[config.mk]
export PLATFORM = sky130hd
export DESIGN_NAME = factor_search_engine
export DESIGN_NICKNAME = d
export VERILOG_FILES = /design/src/rtl/factor_pkg.sv /design/src/rtl/factor_search_engine_shift_add_mul.sv /design/src/rtl/factor_search_engine.sv
export SDC_FILE = /design/constraint.sdc
export NUM_CORES = 1
export LEC_CHECK = 0
export ABC_AREA = 1
export CAP_MARGIN = 25
export CORE_MARGIN = 2
export CORE_UTILIZATION = 32
export CTS_BUF_LIST = sky130_fd_sc_hd__clkbuf_16
export DETAILED_ROUTE_END_ITERATION = 10
export SLEW_MARGIN = 5
export SYNTH_ARGS = -nofsm -noshare
export SYNTH_HDL_FRONTEND = slang
export SYNTH_SLANG_ARGS = --single-unit
[constraint.sdc]
create_clock -name clk -period 3.1 [get_ports clk]
set_clock_uncertainty 0.1 [all_clocks]
set_input_delay 0.31 -clock clk [delete_from_list [all_inputs] [get_ports clk]]
set_output_delay 0.31 -clock clk [all_outputs]
set_load 0.01 [all_outputs]
[src/rtl/factor_pkg.sv]
// Shared types and candidate-range constants for the factor search engine.
// FACTOR_ODD_ONLY_EN restricts the search to odd candidates starting at 3.
package factor_pkg;

  typedef enum logic [1:0] {
    ST_IDLE,
    ST_MUL,
    ST_CMP
  } state_e;

`ifdef FACTOR_ODD_ONLY_EN
  localparam int CAND_MIN  = 3;
  localparam int CAND_STEP = 2;
`else
  localparam int CAND_MIN  = 2;
  localparam int CAND_STEP = 1;
`endif

  // Largest candidate for an operand of width w: all ones.
  function automatic int candMax(input int w);
    return (1 << w) - 1;
  endfunction

endpackage

[src/rtl/factor_search_engine_shift_add_mul.sv]
// Shift-add multiplier: accumulates one partial product of a*b per enabled cycle, LSB of b first.
module shift_add_mul #(
  parameter int A_W = 7,
  parameter int B_W = 4,
  parameter int P_W = A_W + B_W
) (
  input  logic           clk,
  input  logic           rst_n,
  input  logic           clr_i,
  input  logic           en_i,
  input  logic [A_W-1:0] a_i,
  input  logic [B_W-1:0] b_i,
  output logic [P_W-1:0] acc_o,
  output logic           last_bit_o
);

  localparam int IDX_W = (B_W > 1) ? $clog2(B_W) : 1;

  logic [P_W-1:0]   acc_q;
  logic [IDX_W-1:0] idx_q;
  logic [P_W-1:0]   partial;

  assign partial    = b_i[idx_q] ? (P_W'(a_i) << idx_q) : '0;
  assign last_bit_o = (idx_q == IDX_W'(B_W - 1));
  assign acc_o      = acc_q;

  // Clear wins over enable so a new candidate always starts from a zero sum.
  always_ff @(posedge clk or negedge rst_n) begin
    if (!rst_n) begin
      acc_q <= '0;
      idx_q <= '0;
    end else if (clr_i) begin
      acc_q <= '0;
      idx_q <= '0;
    end else if (en_i) begin
      acc_q <= acc_q + partial;
      idx_q <= idx_q + IDX_W'(1);
    end
  end

endmodule

[src/rtl/factor_search_engine.sv]
// Brute-force factor search: enumerates a/b candidates (b outer, a inner) and reports the first
// pair whose product equals the target. FACTOR_ODD_ONLY_EN selects odd-only candidates.
module factor_search_engine
  import factor_pkg::*;
#(
  parameter int A_W = 7,
  parameter int B_W = 4,
  parameter int P_W = A_W + B_W
) (
  input  logic           clk,
  input  logic           rst_n,
  input  logic           start,
  input  logic           abort,
  input  logic [P_W-1:0] target,
  output logic           busy,
  output logic           done,
  output logic           found,
  output logic [A_W-1:0] a_out,
  output logic [B_W-1:0] b_out
);

  localparam logic [A_W-1:0] A_MIN  = A_W'(CAND_MIN);
  localparam logic [A_W-1:0] A_MAX  = A_W'(candMax(A_W));
  localparam logic [A_W-1:0] A_STEP = A_W'(CAND_STEP);
  localparam logic [B_W-1:0] B_MIN  = B_W'(CAND_MIN);
  localparam logic [B_W-1:0] B_MAX  = B_W'(candMax(B_W));
  localparam logic [B_W-1:0] B_STEP = B_W'(CAND_STEP);

  state_e         state_q, state_d;
  logic [P_W-1:0] target_q, target_d;
  logic [A_W-1:0] a_q, a_d;
  logic [B_W-1:0] b_q, b_d;
  logic [A_W-1:0] a_out_q, a_out_d;
  logic [B_W-1:0] b_out_q, b_out_d;
  logic           found_q, found_d;
  logic           done_q, done_d;

  logic           mul_clr;
  logic           mul_en;
  logic [P_W-1:0] acc;
  logic           last_bit;

  shift_add_mul #(
    .A_W(A_W),
    .B_W(B_W),
    .P_W(P_W)
  ) u_mul (
    .clk       (clk),
    .rst_n     (rst_n),
    .clr_i     (mul_clr),
    .en_i      (mul_en),
    .a_i       (a_q),
    .b_i       (b_q),
    .acc_o     (acc),
    .last_bit_o(last_bit)
  );

  always_ff @(posedge clk or negedge rst_n) begin
    if (!rst_n) begin
      state_q  <= ST_IDLE;
      target_q <= '0;
      a_q      <= '0;
      b_q      <= '0;
      a_out_q  <= '0;
      b_out_q  <= '0;
      found_q  <= 1'b0;
      done_q   <= 1'b0;
    end else begin
      state_q  <= state_d;
      target_q <= target_d;
      a_q      <= a_d;
      b_q      <= b_d;
      a_out_q  <= a_out_d;
      b_out_q  <= b_out_d;
      found_q  <= found_d;
      done_q   <= done_d;
    end
  end

  // Abort is checked first in MUL and CMP so it beats a same-cycle match.
  always_comb begin
    state_d  = state_q;
    target_d = target_q;
    a_d      = a_q;
    b_d      = b_q;
    a_out_d  = a_out_q;
    b_out_d  = b_out_q;
    found_d  = found_q;
    done_d   = 1'b0;
    mul_clr  = 1'b0;
    mul_en   = 1'b0;
    unique case (state_q)
      ST_IDLE: begin
        if (start) begin
          target_d = target;
          a_d      = A_MIN;
          b_d      = B_MIN;
          found_d  = 1'b0;
          mul_clr  = 1'b1;
          state_d  = ST_MUL;
        end
      end
      ST_MUL: begin
        if (abort) begin
          found_d = 1'b0;
          state_d = ST_IDLE;
        end else begin
          mul_en = 1'b1;
          if (last_bit) begin
            state_d = ST_CMP;
          end
        end
      end
      ST_CMP: begin
        if (abort) begin
          found_d = 1'b0;
          state_d = ST_IDLE;
        end else if (acc == target_q) begin
          found_d = 1'b1;
          a_out_d = a_q;
          b_out_d = b_q;
          done_d  = 1'b1;
          state_d = ST_IDLE;
        end else if ((a_q == A_MAX) && (b_q == B_MAX)) begin
          found_d = 1'b0;
          done_d  = 1'b1;
          state_d = ST_IDLE;
        end else begin
          // Compare against MAX-STEP so the increment never wraps the a register.
          if (a_q > (A_MAX - A_STEP)) begin
            a_d = A_MIN;
            b_d = b_q + B_STEP;
          end else begin
            a_d = a_q + A_STEP;
          end
          mul_clr = 1'b1;
          state_d = ST_MUL;
        end
      end
      default: begin
        state_d = ST_IDLE;
      end
    endcase
  end

  assign busy  = (state_q != ST_IDLE);
  assign done  = done_q;
  assign found = found_q;
  assign a_out = a_out_q;
  assign b_out = b_out_q;

endmodule

=== Word-level counts from Yosys, hierarchy flattened ===
Cells that the tools add are included.
W data, S select, Z words.

* Register bits: 50
* Latch bits: 0
* RAM bits: 0
* Memory bits (read-only): 0
* Output and inout bits: 14
* Word-level logic and storage cells: 87
* Memories kept: 0

* $add $sub $neg: 4
* Multipliers: 0
* Divide/modulo/power cells: 0
* $lt $le $gt $ge: 2
* Equality and inequality tests: 14
* Shift operators: 1
* Muxes and demuxes: 43
* Bitwise operators: 1
* Reductions and logical operators: 12

{| class="wikitable"
|+ Operator list
! cell !! count
|-
| $mux W7 || 5
|-
| $mux W11 || 3
|-
| $mux W4 || 5
|-
| $mux W1 || 19
|-
| $pmux W7 S2 || 1
|-
| $ne A2 B2 Y1 const B || 6
|-
| $add A11 B11 Y11 || 1
|-
| $eq A11 B11 Y1 || 1
|-
| $shl A7 B2 Y11 || 1
|-
| $mux W2 || 5
|-
| $pmux W4 S2 || 1
|-
| $add A7 B1 Y7 const B || 1
|-
| $eq A7 B7 Y1 const B || 1
|-
| $gt A7 B7 Y1 const B || 1
|-
| $pmux W2 S3 || 1
|-
| $reduce_and A6 Y1 || 1
|-
| $reduce_bool A2 Y1 || 3
|-
| $reduce_and A5 Y1 || 1
|-
| $add A4 B1 Y4 const B || 1
|-
| $eq A2 B2 Y1 const B || 2
|-
| $eq A4 B4 Y1 const B || 1
|-
| $ne A4 B4 Y1 const B || 1
|-
| $reduce_and A2 Y1 || 2
|-
| $reduce_and A4 Y1 || 1
|-
| other kinds (12) || 12
|}

=== Depth between registers and ports, before layout ===
Gate-level depths: netlist of the first run.

* Depth in word-level cells: 7
* Mapped depth: 16

=== Modules after synthesis ===
A second synthesis of the first run with hierarchy kept.

* Cells, all modules: 417
* Area, all modules: 3185.6 um^2

{| class="wikitable"
|+ Modules (own cells, without submodules)
! module !! instances !! cells an instance !! area each (um^2) !! seq. area each (um^2)
|-
| factor_search_engine || 1 || 225 || 1940.6 || 925.9
|-
| shift_add_mul || 1 || 192 || 1244.9 || 325.3
|}

=== Worst setup path before layout of the first run ===
No wires, ideal clock.

* Path type: reg2reg
* Start: reg u_mul.idx_q[0]
* End: reg u_mul.acc_q[4], in the netlist u_mul.acc_o[4]
* Library setup time: 121 ps
* Arrival time: 2099 ps
* Data required time: 2879 ps
* Slack: 779 ps
* Cell stages (with the launch flop): 11
* Buffers on the path: 1
* Period minus slack after synthesis: 2321 ps
* Cells stage by stage: dfrtp_1 > clkbuf_1 > o21ai_0 > nor3_1 > ha_1 > fa_1 > nand3_1 > nand2_1 > or2_2 > nand3_1 > a21oi_1

* Word-level cells in the longest chain between the ends: 6

{| class="wikitable"
|+ RTL lines
! what !! line !! text
|-
| start: declaration || factor_search_engine_shift_add_mul.sv:20 || <nowiki>logic [IDX_W-1:0] idx_q;</nowiki>
|-
| start signal: assignment || factor_search_engine_shift_add_mul.sv:37 || <nowiki>idx_q <= idx_q + IDX_W'(1);</nowiki>
|-
| $bmux W1 S2 || factor_search_engine_shift_add_mul.sv:23 || <nowiki>assign partial = b_i[idx_q] ? (P_W'(a_i) << idx_q) : '0;</nowiki>
|-
| $mux W1 (implied by the code) || factor_search_engine_shift_add_mul.sv:23 ||
|-
| $mux W11 (*) || factor_search_engine_shift_add_mul.sv:23 ||
|-
| $add A11 B11 Y11 (*) || factor_search_engine_shift_add_mul.sv:36 || <nowiki>acc_q <= acc_q + partial;</nowiki>
|-
| $mux W11 (*) || factor_search_engine_shift_add_mul.sv:35 || <nowiki>end else if (en_i) begin</nowiki>
|-
| $mux W11 (*) || factor_search_engine_shift_add_mul.sv:32 || <nowiki>end else if (clr_i) begin</nowiki>
|-
| end signal: assignment || factor_search_engine_shift_add_mul.sv:36 ||
|-
| end: declaration || factor_search_engine_shift_add_mul.sv:19 || <nowiki>logic [P_W-1:0] acc_q;</nowiki>
|}

Every way passes the cells marked *; elsewhere a longest branch is shown, timed or not. The select of a mux whose other input is x is not followed.
A chain may end at the register's enable or synchronous reset.

=== Worst setup path in the final report of the first run ===
* Start: reg u_mul.idx_q[0]
* End: reg u_mul.acc_q[8], in the netlist u_mul.acc_o[8]

The elaborated chain is that of the path after synthesis.

==> metrics.cfg, run 1 <==
[die]
die_y_um = 103.7
core_area_mm2 = 0.009729
design.die.area_mm2 = 0.01075
pin_count = 29
start_util = 0.3268
die_x_um = 103.7
rows = 36

[placed_design]
placed_area_mm2 = 0.003577
port-buffer-count = 28
dp_cells = 570
globalplace.congestion = 0.8673
dpl.hpwl_mm = 5.659

[timing]
tightest_slew_ns = 0.5685
finalSetupTns_ns = 0
fmax_mhz = 350.6
rsz0062_at_grt = no
layout_min_cycle_time_ns = 2.852
post-route-period-util = 0.9200
worst_hold_slack_ns = 0.3769
final-hold-violation-count = 0
maxSlewViolCount = 0
finalSetupViolCount = 0
relSlewSlack = 0.6210

[power_and_ir_drop]
intPower_w = 0.001412
p_sw_w = 0.0007660
power.total_w = 0.002178
p_seq_frac = 0.409
switching_share = 0.3517
p_leak_nw = 1.714
power_density_mw_per_mm2 = 581.3
clkPwrFrac = 0.278
irDropWorstVdd_mv = 0.1908
comb_power_share = 0.313

[clock_tree]
clock_latency_ns = 0.29
numCtsBuffers = 5
clk_pin_slew_worst_paths_ns = 0.06
cts_tree = built
ctsResizeCount = 0
cts_buffer_depth = 2
hold_buffers = 1
cts_sinks = 50
htree_levels = 2
root_buffer = clkbuf_16
cts_setup_buffers = 0

[synth]
yosys_warnings = 0
synth_seq_cells = 50
yosysSeqAreaShare = 0.3935
netlist_area_mm2 = 0.003179
syn_area_per_cell_um2 = 7.661
syn_nets = 445
synth.distinct_cells = 33
synthCells = 415

[worst_setup_path]
r2r-start = u_mul.idx_q[0]$_DFFE_PN0P_
critPathKind = flip-flop to flip-flop
startpoint = u_mul.idx_q[0]$_DFFE_PN0P_
cp-end-kind = flip-flop
cp.required_ns = 3.19
arrival_ns = 2.94
cp_max_fo = 22
worstSetupStartpointType = flip-flop
reg2reg_depth = 12

[finish]
layout_commonest_cell = nand2_1
fin_nets = 475
final_cell_mix = nand2_1 (103), dfrtp_1 (50), nor2_1 (48)
n_antenna_cell = 0
syn_to_final_growth_pct = 17.83
stdcell_area_mm2 = 0.003746
finalNonFillerCells = 578
fillers = 1029
layout-drive-gt1-share = 0.1079

[global_routing]
grt_use_total = 0.1400
antenna_found_initial = 0
grt_pass1_wl_mm = 12.19
overflow = 0
grt_max_degree = 29
grt_pass1_vias = 2501

[route]
drc = 0
drt_wl_total_mm = 7.397
drtIter0Drc = 157
routed_via_density = 4.763
ant_nets = 0
detail_route.wl_per_cell_um = 12.80
drt_pass1_iterations = 4
routed-via-count = 2753

[status]
status = finished, final reports clean

[min_path]
hold_class = flip-flop to flip-flop
min_from = found$_DFFE_PN0P_
min_path_cells = 2

[run]
max_cap_violations = 0

==> per-layer routing <==
| layer | vias up | GRT usage | wire, um |
|---|---|---|---|
| li1 | 1401 | - | - |
| met1 | 1292 | 0.1820 | 3421 |
| met2 | 55 | 0.2289 | 3560 |
| met3 | 5 | 0.02958 | 301 |
| met4 | 0 | 0.05309 | 113 |
| met5 | - | 0 | 0 |
==> layout make-up <==
class / instances / area, um^2 / area share
well taps: 133 / 166.4 / 0.04442
inverters: 50 / 187.7 / 0.05010
multi-input cells: 304 / 1659 / 0.4429
flip-flops and latches: 50 / 1251 / 0.3340
clock inverters: 2 / 33.78 / 0.009018
clock buffers: 5 / 125.1 / 0.03340
repair buffers: 34 / 322.8 / 0.08617
==> synth_stat cells <==
master    number  area [um^2]
a21oi_1       25        125.1
buf_2          2        10.01
buf_6          5        56.30
clkbuf_1       4        15.01
clkinv_1       1        3.750
dfrtp_1       50         1251
fa_1           1        20.02
ha_1          14        175.2
inv_1         46        172.7
inv_2          3        11.26
mux2_2         7        78.83
nand2_1      103        386.6
nand2_2        1        6.260
nand2_4        1        11.26
nand3_1       26        130.1
nand3_2        2        20.02
nand3b_1       1        7.510
nand4_1        4        25.02
nor2_1        48        180.2
nor2_2         1        6.260
nor3_1         3        15.01
nor3_2         2        20.02
nor3b_1        2        15.01
o211ai_1       3        22.52
o21a_1         1        7.510
o21ai_0       25        125.1
o21ai_1        1        5.000
o21ai_2       16        140.1
o21bai_1       2        15.01
or2_1          1        6.260
or2_2          3        18.77
xnor2_1        8        70.07
xor2_1         3        26.28
==> final timing paths <==
| path | slack [ns] | end |
|---|---|---|
| min in group asynchronous | 0.41 | target_q[2]$_DFFE_PN0P_ |
| max in group asynchronous | 1.87 | a_q[2]$_DFFE_PN0P_ |
| max reg2reg | 0.25 | u_mul.acc_o[8]$_DFFE_PN0P_ |
| max | 0.25 | u_mul.acc_o[8]$_DFFE_PN0P_ |
| min | 0.38 | found$_DFFE_PN0P_ |
| min reg2reg | 0.38 | found$_DFFE_PN0P_ |
==> cells by family (layout without fill, tap and decap cells) <==
kind of cell | count (synthesis) | count (layout) | synth area share
and+or+nand+nor | 198 | 198 | 0.2668
DFF | 50 | 50 | 0.3935
buffers and inverters | 61 | 91 | 0.08461
xor gates and xnor gates | 11 | 11 | 0.03031
AOI/OAI and AO/OA | 73 | 73 | 0.1385
adders and majority gates | 15 | 15 | 0.06139
muxes | 7 | 7 | 0.02479
==> power by group through the flow <==
stage / logic, W / registers (W) / clock network, W
after floorplan: 0.000565 / 0.000840 / 0
after global placement: 0.000665 / 0.000899 / 0
after detailed placement: 0.000682 / 0.000905 / 0
after CTS: 0.000685 / 0.000892 / 0.000625
after global routing: 0.000771 / 0.000911 / 0.000649
final: 0.000682 / 0.000891 / 0.000604
==> registers in the layout, indices dropped and copies added (netlist names) <==
register,flops
target_q,11
u_mul.acc_o,11
a_out,7
a_q,7
b_out,4
b_q,4
state_q,2
u_mul.idx_q,2
done,1
found,1
==> worst max-delay path: stages, from the launching register on <==
cell     delay, ns
dfrtp_1       0.59
o21ai_0       0.44
nand2_1       0.20
o21ai_0       0.12
inv_1         0.06
ha_1          0.35
a21oi_1       0.24
nand2_1       0.15
nand2_1       0.10
nand2_1       0.08
a21oi_1       0.13
o21a_1        0.15
nor2_1        0.05
==> stage by stage <==
| step | util | worst slack (ns) |
|---|---|---|
| after floorplan | - | 0.7794 |
| after global placement | 0.3677 | 0.4580 |
| after detailed placement | 0.3677 | 0.3323 |
| after CTS | 0.3850 | 0.3163 |
| after global routing | 0.3850 | 0.08478 |
| final | 0.3850 | 0.2480 |
No activity file was read; power rests on OpenSTA's default activity.
==> run 2: changes to the inputs <==
Settings changed: CORE_ASPECT_RATIO from default to 0.9.
==> run 2 against run 1 <==
The run now ends with negative hold slack left. Routed wire length increased by 0.41%. Critical path depth increased by 1. Fmax increased by 4.3%. First-iteration DRC count decreased by 1.3%. Register-to-register slack improved by 0.12 ns. Critical endpoint unchanged. Highest routed layer unchanged.
==> metrics.cfg, run 2 (same netlist as run 1, synthesis figures left out) <==
[finish]
final_cell_mix = nand2_1 (103), dfrtp_1 (50), nor2_1 (48)
fin_nets = 473
layout-drive-gt1-share = 0.1081
n_antenna_cell = 0
syn_to_final_growth_pct = 16.49
post-route-util = 0.3835
layout_commonest_cell = nand2_1

[die]
design.die.area_mm2 = 0.01075
start_util = 0.3292
pin_count = 29
die_x_um = 109.1
die_y_um = 98.56
core_area_mm2 = 0.009657
rows = 34

[clock_tree]
root_buffer = clkbuf_16
cts_tree = built
cts_buffer_depth = 2
cts_setup_buffers = 0
clock_latency_ns = 0.29
ctsResizeCount = 0
numCtsBuffers = 5
hold_buffers = 0
htree_levels = 2
cts_sinks = 50
clk_pin_slew_worst_paths_ns = 0.07

[timing]
finalSetupTns_ns = 0
post-route-period-util = 0.8819
worst_hold_slack_ns = -0.03003
layout_min_cycle_time_ns = 2.734
fmax_mhz = 365.8
finalSetupViolCount = 0
rsz0062_at_grt = no
relSlewSlack = 0.5029
worst_slack_ns = 0.3660
maxSlewViolCount = 0
tightest_slew_ns = 0.7457
final-hold-violation-count = 26

[placed_design]
globalplace.congestion = 0.8853
place_ws_ns = 0.3947
port-buffer-count = 28
dpl.hpwl_mm = 5.641

[worst_setup_path]
cp.required_ns = 3.19
cp-end-kind = flip-flop
slowest_stage = dfrtp_1
arrival_ns = 2.82
cp_common_cell = nand2_1
critPathKind = flip-flop to flip-flop
cp_max_fo = 22
max_stage_delay_ns = 0.70
crit_path_cell_trace = a21oi_1 -> o21ai_0 -> nand2_1 -> o21ai_0 -> inv_1 -> ha_1 -> a21oi_1 -> nand2_1 -> nand2_1 -> nand2_1 -> a21oi_1 -> o21a_1 -> nor2_1
worstSetupStartpointType = flip-flop

[run]
max_cap_violations = 0

[route]
drc = 0
routed-via-count = 2731
detail_route.wl_per_cell_um = 13.03
met1Wirelength_mm = 3.805
routed_via_density = 4.791
highest-signal-layer = met4
dr_wl_met2_mm = 3.254
ant_nets = 0
drt_pass1_iterations = 4
met3_length_um = 273
drtIter0Drc = 155
drt_wl_total_mm = 7.427

[status]
status = complete, but fails checks
violations = negative hold slack

[global_routing]
grt_pass1_vias = 2540
overflow = 0
grt_use_total = 0.1478
grt_pass1_wl_mm = 12.46
grt_max_degree = 32
antenna_found_initial = 0

[min_path]
hold_class = input pin to asynchronous set/reset pin

[power_and_ir_drop]
irDropWorstVdd_mv = 0.2176
p_leak_nw = 1.702
power_density_mw_per_mm2 = 571.5

==> run 2: cell types whose count changed in the layout (fill, tap and decap cells not counted), sizes merged <==
cell and delta:
bufinv -1, clkinv +1, dlygate4sd3 -1, buf -1
inv +1
==> run 2: through the flow <==
stage | std cells | cell area [um^2] | total power [W]
finish | 570 | 3704 | 0.002117
global route | 570 | 3704 | 0.002274
CTS | 570 | 3704 | 0.002145
detailed placement | 562 | 3561 | 0.001593
global placement | 562 | 3561 | 0.001580
floorplan | 415 | 3179 | 0.001404
==> run 2: worst paths after layout <==
check                                            from                    endpoint  slack, ns  cells after the start
setup / recovery           u_mul.idx_q[0]$_DFFE_PN0P_  u_mul.acc_o[8]$_DFFE_PN0P_       0.37                     13
hold / removal                                  rst_n     target_q[4]$_DFFE_PN0P_      -0.03                      1
setup reg to reg           u_mul.idx_q[0]$_DFFE_PN0P_  u_mul.acc_o[8]$_DFFE_PN0P_       0.37                     13
hold reg to reg                  a_out[1]$_DFFE_PN0P_        a_out[1]$_DFFE_PN0P_       0.38                      2
max in group asynchronous                       rst_n     target_q[1]$_DFFE_PN0P_       2.18                      2
min in group clk                 a_out[1]$_DFFE_PN0P_        a_out[1]$_DFFE_PN0P_       0.38                      2
==> run 2: cell type report <==
cell class                      count  area (um^2)
Clock inverter                      3        17.52
Clock buffer                        5        125.1
Timing Repair Buffer               32        305.3
Inverter                           50        187.7
Fill cell                        1012         5953
Tap cell                          126        157.7
Sequential cell                    50         1251
Multi-Input combinational cell    304         1659
==> run 2: routing by layer <==
| layer | vias to the layer above | track usage |
|---|---|---|
| met4 | 0 | 0.03945 |
| li1 | 1393 | - |
| met3 | 6 | 0.02513 |
| met1 | 1286 | 0.2143 |
| met2 | 46 | 0.2269 |
| met5 | - | 0 |
==> run 2: critical path, delay by kind of cell (launching register included) <==
| family | cells | cell delay (ns) |
|---|---|---|
| fa+ha+maj | 1 | 0.35 |
| compound gates | 6 | 0.89 |
| flops | 1 | 0.70 |
| simple gates | 5 | 0.54 |
| buf+inv | 1 | 0.06 |
==> run 2: power by group <==
group	total, W	switching (W)	leakage [nW]	internal [W]
Clock	0.000539	0.000243	0.0750	0.000297
Combinational	0.000688	0.000408	0.970	0.000280
Sequential	0.000889	0.000132	0.658	0.000757
